===== config.mk =====
export PLATFORM = sky130hd
export DESIGN_NAME = lfsr_seq_ctrl
export DESIGN_NICKNAME = d
export VERILOG_FILES = /design/src/rtl/lfsr_seq_pkg.sv /design/src/rtl/lfsr4_core.sv /design/src/rtl/lfsr_seq_ctrl.sv
export SDC_FILE = /design/constraint.sdc
export NUM_CORES = 1
export LEC_CHECK = 0
export CAP_MARGIN = 20
export CORE_MARGIN = 2
export CORE_UTILIZATION = 35
export CTS_BUF_LIST = sky130_fd_sc_hd__clkbuf_8 sky130_fd_sc_hd__clkbuf_16
export DETAILED_ROUTE_END_ITERATION = 10
export DONT_BUFFER_PORTS = 1
export HOLD_SLACK_MARGIN = 0.03
export SLEW_MARGIN = 20
export SYNTH_ARGS = -nofsm -noshare
export SYNTH_HDL_FRONTEND = slang
export SYNTH_SLANG_ARGS = --single-unit

===== constraint.sdc =====
create_clock -name clk -period 2.43 [get_ports clk]
set_clock_uncertainty 0.15 [all_clocks]
set_input_delay 0.486 -clock clk [delete_from_list [all_inputs] [get_ports clk]]
set_output_delay 0.486 -clock clk [all_outputs]
set_load 0.02 [all_outputs]

===== src/rtl/lfsr_seq_pkg.sv =====
// Shared types and constants for the LFSR sequence controller and its 4-bit core.
// Optional zero-seed rejection is built with LFSR_SEQ_ZERO_GUARD_EN.
package lfsr_seq_pkg;

   typedef enum logic [1:0] {
      StIdle = 2'd0,
      StLoad = 2'd1,
      StRun  = 2'd2,
      StDone = 2'd3
   } state_e;

   localparam int unsigned LfsrWidth     = 4;
   localparam int unsigned TapHi         = 3;
   localparam int unsigned TapLo         = 2;
   localparam int unsigned MaxLenDefault = 16;
   localparam int unsigned LenWidth      = 5;
   localparam int unsigned DataWidth     = 16;

   // Feedback and output bit share the same taps.
   function automatic logic lfsr_fb(input logic [LfsrWidth-1:0] s);
      return s[TapHi] ^ s[TapLo];
   endfunction

   function automatic logic [LfsrWidth-1:0] lfsr_next(input logic [LfsrWidth-1:0] s);
      return {s[LfsrWidth-2:0], lfsr_fb(s)};
   endfunction

endpackage


===== src/rtl/lfsr4_core.sv =====
// 4-bit Fibonacci LFSR with synchronous load and clock enable.
// Load takes priority over stepping; state holds when neither is asserted.
module lfsr4_core
   import lfsr_seq_pkg::*;
(
   input  logic                 clk,
   input  logic                 rst_n,
   input  logic                 en,
   input  logic                 load,
   input  logic [LfsrWidth-1:0] seed,
   output logic [LfsrWidth-1:0] state,
   output logic                 out_bit
);

   logic [LfsrWidth-1:0] state_q;
   logic [LfsrWidth-1:0] state_d;

   always_comb begin
      state_d = state_q;
      if (load) begin
         state_d = seed;
      end else if (en) begin
         state_d = lfsr_next(state_q);
      end
   end

   always_ff @(posedge clk or negedge rst_n) begin
      if (!rst_n) begin
         state_q <= '0;
      end else begin
         state_q <= state_d;
      end
   end

   assign state   = state_q;
   assign out_bit = lfsr_fb(state_q);

endmodule


===== src/rtl/lfsr_seq_ctrl.sv =====
// Command-driven LFSR bit collector: load a seed, shift out cmd_len bits, return them.
// Define LFSR_SEQ_ZERO_GUARD_EN to reject the all-zero (lock-up) seed.
module lfsr_seq_ctrl
   import lfsr_seq_pkg::*;
#(
   parameter int unsigned MAX_LEN = MaxLenDefault
) (
   input  logic                 clk,
   input  logic                 rst_n,
   input  logic                 cmd_valid,
   output logic                 cmd_ready,
   input  logic [LfsrWidth-1:0] cmd_seed,
   input  logic [LenWidth-1:0]  cmd_len,
   input  logic                 abort,
   output logic                 rsp_valid,
   input  logic                 rsp_ready,
   output logic [DataWidth-1:0] rsp_data,
   output logic                 rsp_err,
   output logic                 busy
);

   state_e state_q;
   state_e state_d;

   logic [LfsrWidth-1:0] seed_q;
   logic [LenWidth-1:0]  cnt_q;
   logic [DataWidth-1:0] collect_q;
   logic                 err_q;

   logic                 accept;
   logic                 len_bad;
   logic                 cmd_bad;
   logic                 core_en;
   logic                 core_load;
   logic [LfsrWidth-1:0] core_state;
   logic                 core_bit;

   assign len_bad = (cmd_len == '0) || (32'(cmd_len) > MAX_LEN);

`ifdef LFSR_SEQ_ZERO_GUARD_EN
   assign cmd_bad = len_bad || (cmd_seed == '0);
`else
   assign cmd_bad = len_bad;
`endif

   assign accept = cmd_valid && cmd_ready;

   // State register
   always_ff @(posedge clk or negedge rst_n) begin
      if (!rst_n) begin
         state_q <= StIdle;
      end else begin
         state_q <= state_d;
      end
   end

   // Next-state logic; abort wins over completion in LOAD and RUN.
   always_comb begin
      state_d = state_q;
      unique case (state_q)
         StIdle: begin
            if (cmd_valid) begin
               state_d = cmd_bad ? StDone : StLoad;
            end
         end
         StLoad: begin
            state_d = abort ? StIdle : StRun;
         end
         StRun: begin
            if (abort) begin
               state_d = StIdle;
            end else if (cnt_q == LenWidth'(1)) begin
               state_d = StDone;
            end
         end
         StDone: begin
            if (rsp_ready) begin
               state_d = StIdle;
            end
         end
         default: state_d = StIdle;
      endcase
   end

   // Output decode
   always_comb begin
      cmd_ready = 1'b0;
      busy      = 1'b1;
      rsp_valid = 1'b0;
      core_load = 1'b0;
      core_en   = 1'b0;
      unique case (state_q)
         StIdle: begin
            cmd_ready = 1'b1;
            busy      = 1'b0;
         end
         StLoad: core_load = 1'b1;
         StRun:  core_en   = 1'b1;
         StDone: rsp_valid = 1'b1;
         default: ;
      endcase
   end

   always_ff @(posedge clk or negedge rst_n) begin
      if (!rst_n) begin
         seed_q    <= '0;
         cnt_q     <= '0;
         collect_q <= '0;
         err_q     <= 1'b0;
      end else if (accept) begin
         seed_q    <= cmd_seed;
         cnt_q     <= cmd_len;
         collect_q <= '0;
         err_q     <= cmd_bad;
      end else if (core_en) begin
         collect_q <= {collect_q[DataWidth-2:0], core_bit};
         cnt_q     <= cnt_q - LenWidth'(1);
      end
   end

   assign rsp_data = collect_q;
   assign rsp_err  = err_q && rsp_valid;

   lfsr4_core u_core (
      .clk     (clk),
      .rst_n   (rst_n),
      .en      (core_en),
      .load    (core_load),
      .seed    (seed_q),
      .state   (core_state),
      .out_bit (core_bit)
   );

   // The core always holds the latched seed the cycle after LOAD.
   a_load_seed : assert property (@(posedge clk) disable iff (!rst_n)
      (state_q == StLoad) |=> (core_state == seed_q));

endmodule


==> key figures, run 1 <==
Logic synthesis
  • Top cell type's share of synthesized area: 0.522
  • Post-Synthesis Cells: 147
  • Post-synth cell types: 26
  • Top-count cell post-synth: dfrtp_1
  • Commonest register cell after synthesis: dfrtp_1
  • Syn_nets: about 170
  • Synth area leaders: dfrtp_1, mux2i_1, ha_1
  • Post-synth ARST share: 1.00
  • Synth Cell Area: 1540 um2
  • Seq cells post-synth: 32
  • Sequential area share after synthesis: 0.522
  • Synth top cells by count: dfrtp_1, nor2_1, nand2_1
  • Synth area leader: dfrtp_1
  • Post-synth EDFFs: 0
  • Yosys warning total: 0
  • Avg Cell Area, Syn: 10.4 um2

GRT
  • GRT Overall Usage: 0.137
  • Initial antenna violation count: 0
  • Vias in the first global route: roughly 1100
  • GRT overflow: 0
  • First-pass GRT wire length: around 5300 um
  • Largest net degree at the start of global routing: 33

Final layout
  • Total area of sequential cells: 801 um2
  • Share of cells above drive strength 1: 0.105
  • Layout Nets: around 170
  • Filler Cells Inserted: around 440
  • Post-layout instance area: ~1700 um2
  • Ant diodes: 0
  • Area Growth Syn to Fin: 11.7%
  • Final core occ: 0.399
  • Area occupied by multi-input gates: 691 um2

Placed design
  • Worst slack at placement: between 0.4 and 0.5 ns
  • Final HPWL DP: 2090 um
  • Area after DPL: 1590 um2
  • IO Port Bufs: 0
  • Final GP Congestion: 0.711

Critical path
  • CP Class: flop to output port
  • Crit end category: output port
  • R2r endpoint: cnt_q[3]
  • R2r worst-path depth: 6
  • Worst flop-to-flop path startpoint: state_q[0]
  • CP Launch Point: state_q[0]
  • Worst-path fanout max: 5
  • Crit path DAT: 1.39 ns
  • Reg-to-reg slack, setup: 0.45 ns
  • CP Data Required Time: 1.79 ns
  • Worst setup SP type: flop

Timing
  • Total negative slack: 0 ns
  • Hold_ws: approximately 0.15 ns
  • Final critical-path setup slack: 0.405 ns
  • Period minus WS final: 2.03 ns
  • RSZ-0062 raised after global routing: false
  • Tcrit/Tclk final: 0.833
  • Final Hold Fails: 0
  • Fin. max-slew vios: 0
  • Worst Tran Pin Value: 0.474 ns
  • FMAX: 494 MHz
  • Setup Viol. Count Final: 0
  • Worst relative slew slack: 0.681

Job
  • Max-Cap Viols: 0

Worst hold path
  • Launch point of the worst hold path: cmd_seed[2]
  • Hold EP: seed_q[2]
  • Min-delay worst type: input pin to flop
  • Hold path depth: 2

Clocking
  • CTS tree: built
  • H-Tree Depth: 2
  • Root buf cell: clkbuf_8
  • Post-CTS sizing: 0
  • Total clock sinks: 32
  • Clk buf depth: 2
  • Clock Pin Slew Worst Setup and Hold Paths: 0.07 ns
  • Cts bufs inserted: 5
  • Worst-Skew Late Latency: 0.28 ns

Floorplanning
  • Top-Level Pins: 34
  • Initial core utilization: 0.358
  • Die H: about 70 um
  • Full die area: 4930 um2
  • Row cnt: 24
  • Core ar.: 4290 um2
  • Die Width: between 70 and 80 um

Detailed routing
  • Iteration-0 DRC Markers: 33
  • Routed len/inst: 14.5 um
  • Vias per cell: 5.06
  • Total wire length: 2980 um
  • Initial DRT Pass Iterations: 4
  • Remaining DRCs: 0
  • Post-route ant nets: 0
  • Vias: 1037

Pwr
  • Pleak: a little under 0.0008 uW
  • Maximum vdd ir drop: 0.500 mV
  • Pwr Density: 1300 nW/um2

Run status
  • Outcome: completed
flip-flops by register name, summed over array words and instances (netlist names):
register,cells
state_q,2
err_q,1
seed_q,4
u_core.state,4
cnt_q,5
rsp_data,16
cells by family (layout without fill, tap and decap cells):
kind of cell	after synthesis	after routing	synth area share
buffers and inverters	11	17	0.0285
flip-flops	32	32	0.522
AND/OR/NAND/NOR	55	55	0.162
multiplexers	21	21	0.139
adder cells (fa/ha/maj)	7	7	0.0570
XOR/XNOR	5	5	0.0285
AO/OA/AOI/OAI	16	16	0.0628
power by group:
part	total, uW	switching [uW]	internal [uW]
Sequential	934	210	724
Clock	422	196	226
Combinational	871	490	381
Total	2230	895	1330
final cells by class:
class	count	area share
Inverter	5	0.0109
Sequential cell	32	0.467
Clock buffer	6	0.0482
Clock inverter	2	0.00657
Timing Repair Buffer	4	0.0263
Multi-Input combinational cell	104	0.403
Tap cell	52	0.0380
per-layer routing:
layer  part of all wire  global-route usage
met1               0.44               0.164
met2               0.44               0.205
met3               0.10              0.0707
met4              0.017              0.0620
met5                  0                   0
worst max-delay path, stage by stage, from the launching register on:
cell,delay [ns]
dfrtp_1,0.41
inv_1,0.15
ha_1,0.36
inv_1,0.18
per-stage QoR:
stage,std cells,power (uW)
2_1_floorplan,147,1630
3_3_place_gp,195,1760
3_5_place_dp,195,1810
4_1_cts,205,2260
5_1_grt,205,2410
6_report,205,2230
layout by cell type, fill, tap and decap left out, types with 2 or more instances in the layout:
master    Yosys  routed
and2_1        2       2
dfrtp_1      32      32
a211oi_1      2       2
buf_4         0       2
nor2_1       22      22
mux2_2        3       3
clkbuf_8      0       6
mux2i_1      18      18
nor2b_1       3       3
a21oi_1       5       5
o21ai_0       5       5
xnor2_1       4       4
ha_1          7       7
nand2_1      21      21
inv_1         5       6
nor4_1        2       2
worst max path at each step:
| stage | endpoint | slack [ns] | depth (start not counted) |
|---|---|---|---|
| detailed placement | cnt_q[3] | 0.44 | 6 |
| finish | busy | 0.40 | 3 |
| CTS | busy | 0.38 | 3 |
| global placement | cnt_q[3] | 0.59 | 6 |
| global route | cnt_q[3] | 0.20 | 6 |
| floorplan | rsp_data[10] | 0.62 | 6 |
repair_timing:
item | 4_1_cts | 5_1_grt
hold buffers | 2 | 0
hold endpoints to repair | 32 | 0
setup buffers | 0 | 0
No activity file was read; power rests on OpenSTA's default activity.
==> run 2: changes to the inputs <==
==> constraint.sdc (replaced) <==
create_clock -name clk -period 1.9 [get_ports clk]
set_clock_uncertainty 0.15 [all_clocks]
set_input_delay 0.38 -clock clk [delete_from_list [all_inputs] [get_ports clk]]
set_output_delay 0.38 -clock clk [all_outputs]
set_load 0.02 [all_outputs]
==> key figures, run 2 (same netlist as run 1, synthesis figures left out) <==
Timing
  • Setup Viol. Count Final: 0
  • Hold_ws: 0.0486 ns
  • Tcrit/Tclk final: 0.960
  • Worst relative slew slack: 0.689
  • Final critical-path setup slack: 0.0760 ns
  • FMAX: roughly 550 MHz
  • Worst Tran Pin Value: around 0.46 ns
  • Period minus WS final: 1.82 ns
  • Fin. max-slew vios: 0
  • RSZ-0062 raised after global routing: true
  • Final Hold Fails: 0

Final layout
  • Share of cells above drive strength 1: 0.136
  • Max reg flops: 16
  • Layout Nets: between 150 and 200
  • Area Growth Syn to Fin: 14.3%
  • Ant diodes: 0
  • Commonest non-fill, non-tap cell in the layout: dfrtp_1
  • Most frequent cells in the layout: dfrtp_1, nor2_1, nand2_1, mux2i_1, ha_1

Pwr
  • Sequential Power Share: 0.399
  • Cell Int Power: approximately 1800 uW
  • Switching Fraction: 0.389
  • Clock share of power: 0.216
  • Combinational power share: 0.385
  • Pwr Density: between 1500 and 2000 nW/um2
  • Pleak: 0.000806 uW
  • Maximum vdd ir drop: between 0.5 and 0.6 mV
  • Net switching power: 1170 uW

Placed design
  • Final HPWL DP: about 2200 um
  • Final GP Congestion: 0.778
  • IO Port Bufs: 0
  • Worst slack at placement: 0.0876 ns

Worst hold path
  • Hold EP: seed_q[2]
  • Hold path depth: 2
  • Min-delay worst type: input pin to flop
  • Launch point of the worst hold path: cmd_seed[2]

Floorplanning
  • Core ar.: 4290 um2
  • Die H: between 70 and 80 um
  • Full die area: 4930 um2
  • Initial core utilization: 0.358
  • Row cnt: 24
  • Top-Level Pins: 34
  • Die Width: 70.2 um

Detailed routing
  • Vias per cell: 5.07
  • Total wire length: between 3000 and 4000 um
  • Initial DRT Pass Iterations: 4
  • Remaining DRCs: 0
  • Vias: 1044
  • Iteration-0 DRC Markers: 22
  • Post-route ant nets: 0
  • Routed len/inst: 14.6 um

Clocking
  • Worst-Skew Late Latency: roughly 0.28 ns
  • Root buf cell: clkbuf_8
  • Cts bufs inserted: 5
  • Clk buf depth: 2
  • Total clock sinks: 32
  • Clock Pin Slew Worst Setup and Hold Paths: 0.07 ns
  • CTS tree: built
  • H-Tree Depth: 2

Critical path
  • Reg-to-reg slack, setup: 0.09 ns
  • CP Class: flop to output port
  • Worst flop-to-flop path startpoint: cnt_q[1]
  • Worst path slowest cell: dfrtp_1
  • CP Cell Sequence: ha_1 -> and2_1
  • Worst-path fanout max: 3
  • Worst setup SP type: flop
  • R2r worst-path depth: 5
  • Max incr delay on CP: 0.39 ns
  • Crit end category: output port
  • CP Data Required Time: approximately 1.4 ns
  • Crit path DAT: 1.29 ns
  • R2r endpoint: state_q[0]

Run status
  • Outcome: completed

GRT
  • GRT overflow: 0
  • Initial antenna violation count: 0
  • Vias in the first global route: around 1100
  • GRT Overall Usage: 0.137
  • Largest net degree at the start of global routing: 33
  • First-pass GRT wire length: 5220 um

Job
  • Max-Cap Viols: 0
==> run 2: changes by cell type in the layout (fill, tap and decap cells not counted), sizes merged <==
cell	delta
buf	+1
bufinv	+1
clkbuf	-1
clkinv	+1
inv	-1
==> run 2: cell type report <==
cell class | instances | area, um2
timing repair buffer | 5 | 65.1
tap | 52 | 65.1
clock buffer | 5 | 68.8
sequential | 32 | 801
inverter | 5 | 18.8
clock inverter | 3 | 42.5
multi-input combinational | 104 | 693
fill | 416 | 2540
==> run 2: power groups by stage <==
stage | clock [uW] | sequential [uW] | combinational (uW)
after global routing | 706 | 1230 | 1310
after CTS | 678 | 1200 | 1170
after global placement | 0 | 1200 | 1080
after floorplan | 0 | 1160 | 927
final | 649 | 1200 | 1150
after detailed placement | 0 | 1210 | 1150
==> run 2: worst max-delay path by stage <==
stage | start | endpoint | slack, ns | cells past startpoint
6_report | state_q[1] | rsp_err | 0.08 | 2
5_1_grt | cnt_q[1] | state_q[0] | -0.0007 | 5
4_1_cts | state_q[0] | cnt_q[4] | 0.04 | 5
3_5_place_dp | state_q[0] | cnt_q[4] | 0.09 | 5
3_3_place_gp | state_q[0] | cnt_q[4] | 0.15 | 5
2_1_floorplan | state_q[0] | rsp_data[10] | 0.09 | 6
==> run 2: metrics by stage <==
stage,instances,cell area (um2),utilization,setup TNS (ns),power (uW)
2_1_floorplan,147,1540,-,0,2080
3_3_place_gp,196,1610,0.375,0,2280
3_5_place_dp,196,1610,0.375,0,2360
4_1_cts,206,1750,0.408,0,3040
5_1_grt,206,1750,0.409,-0.000664,3250
6_report,206,1750,0.409,0,3000
==> run 2: metal layers <==
layer  global-route usage  wire length [um]
met1                0.153              1260
met2                0.216              1410
met3               0.0736               294
met4               0.0577                54
met5                    0                 0
==> run 2: worst max-delay path, delay by kind of cell, from the launching register on <==
kind / cells / cell delay (ns)
flip-flops: 1 / 0.39
AND/OR/NAND/NOR: 1 / 0.29
adder cells (fa/ha/maj): 1 / 0.32
==> run 2: timing repair <==
action                                 4_1_cts  5_1_grt
gates resized for setup                      0        3
endpoints found under the hold margin       32        0
setup endpoints to repair                    0        4
hold buffers                                 2        0
setup buffers                                0        0
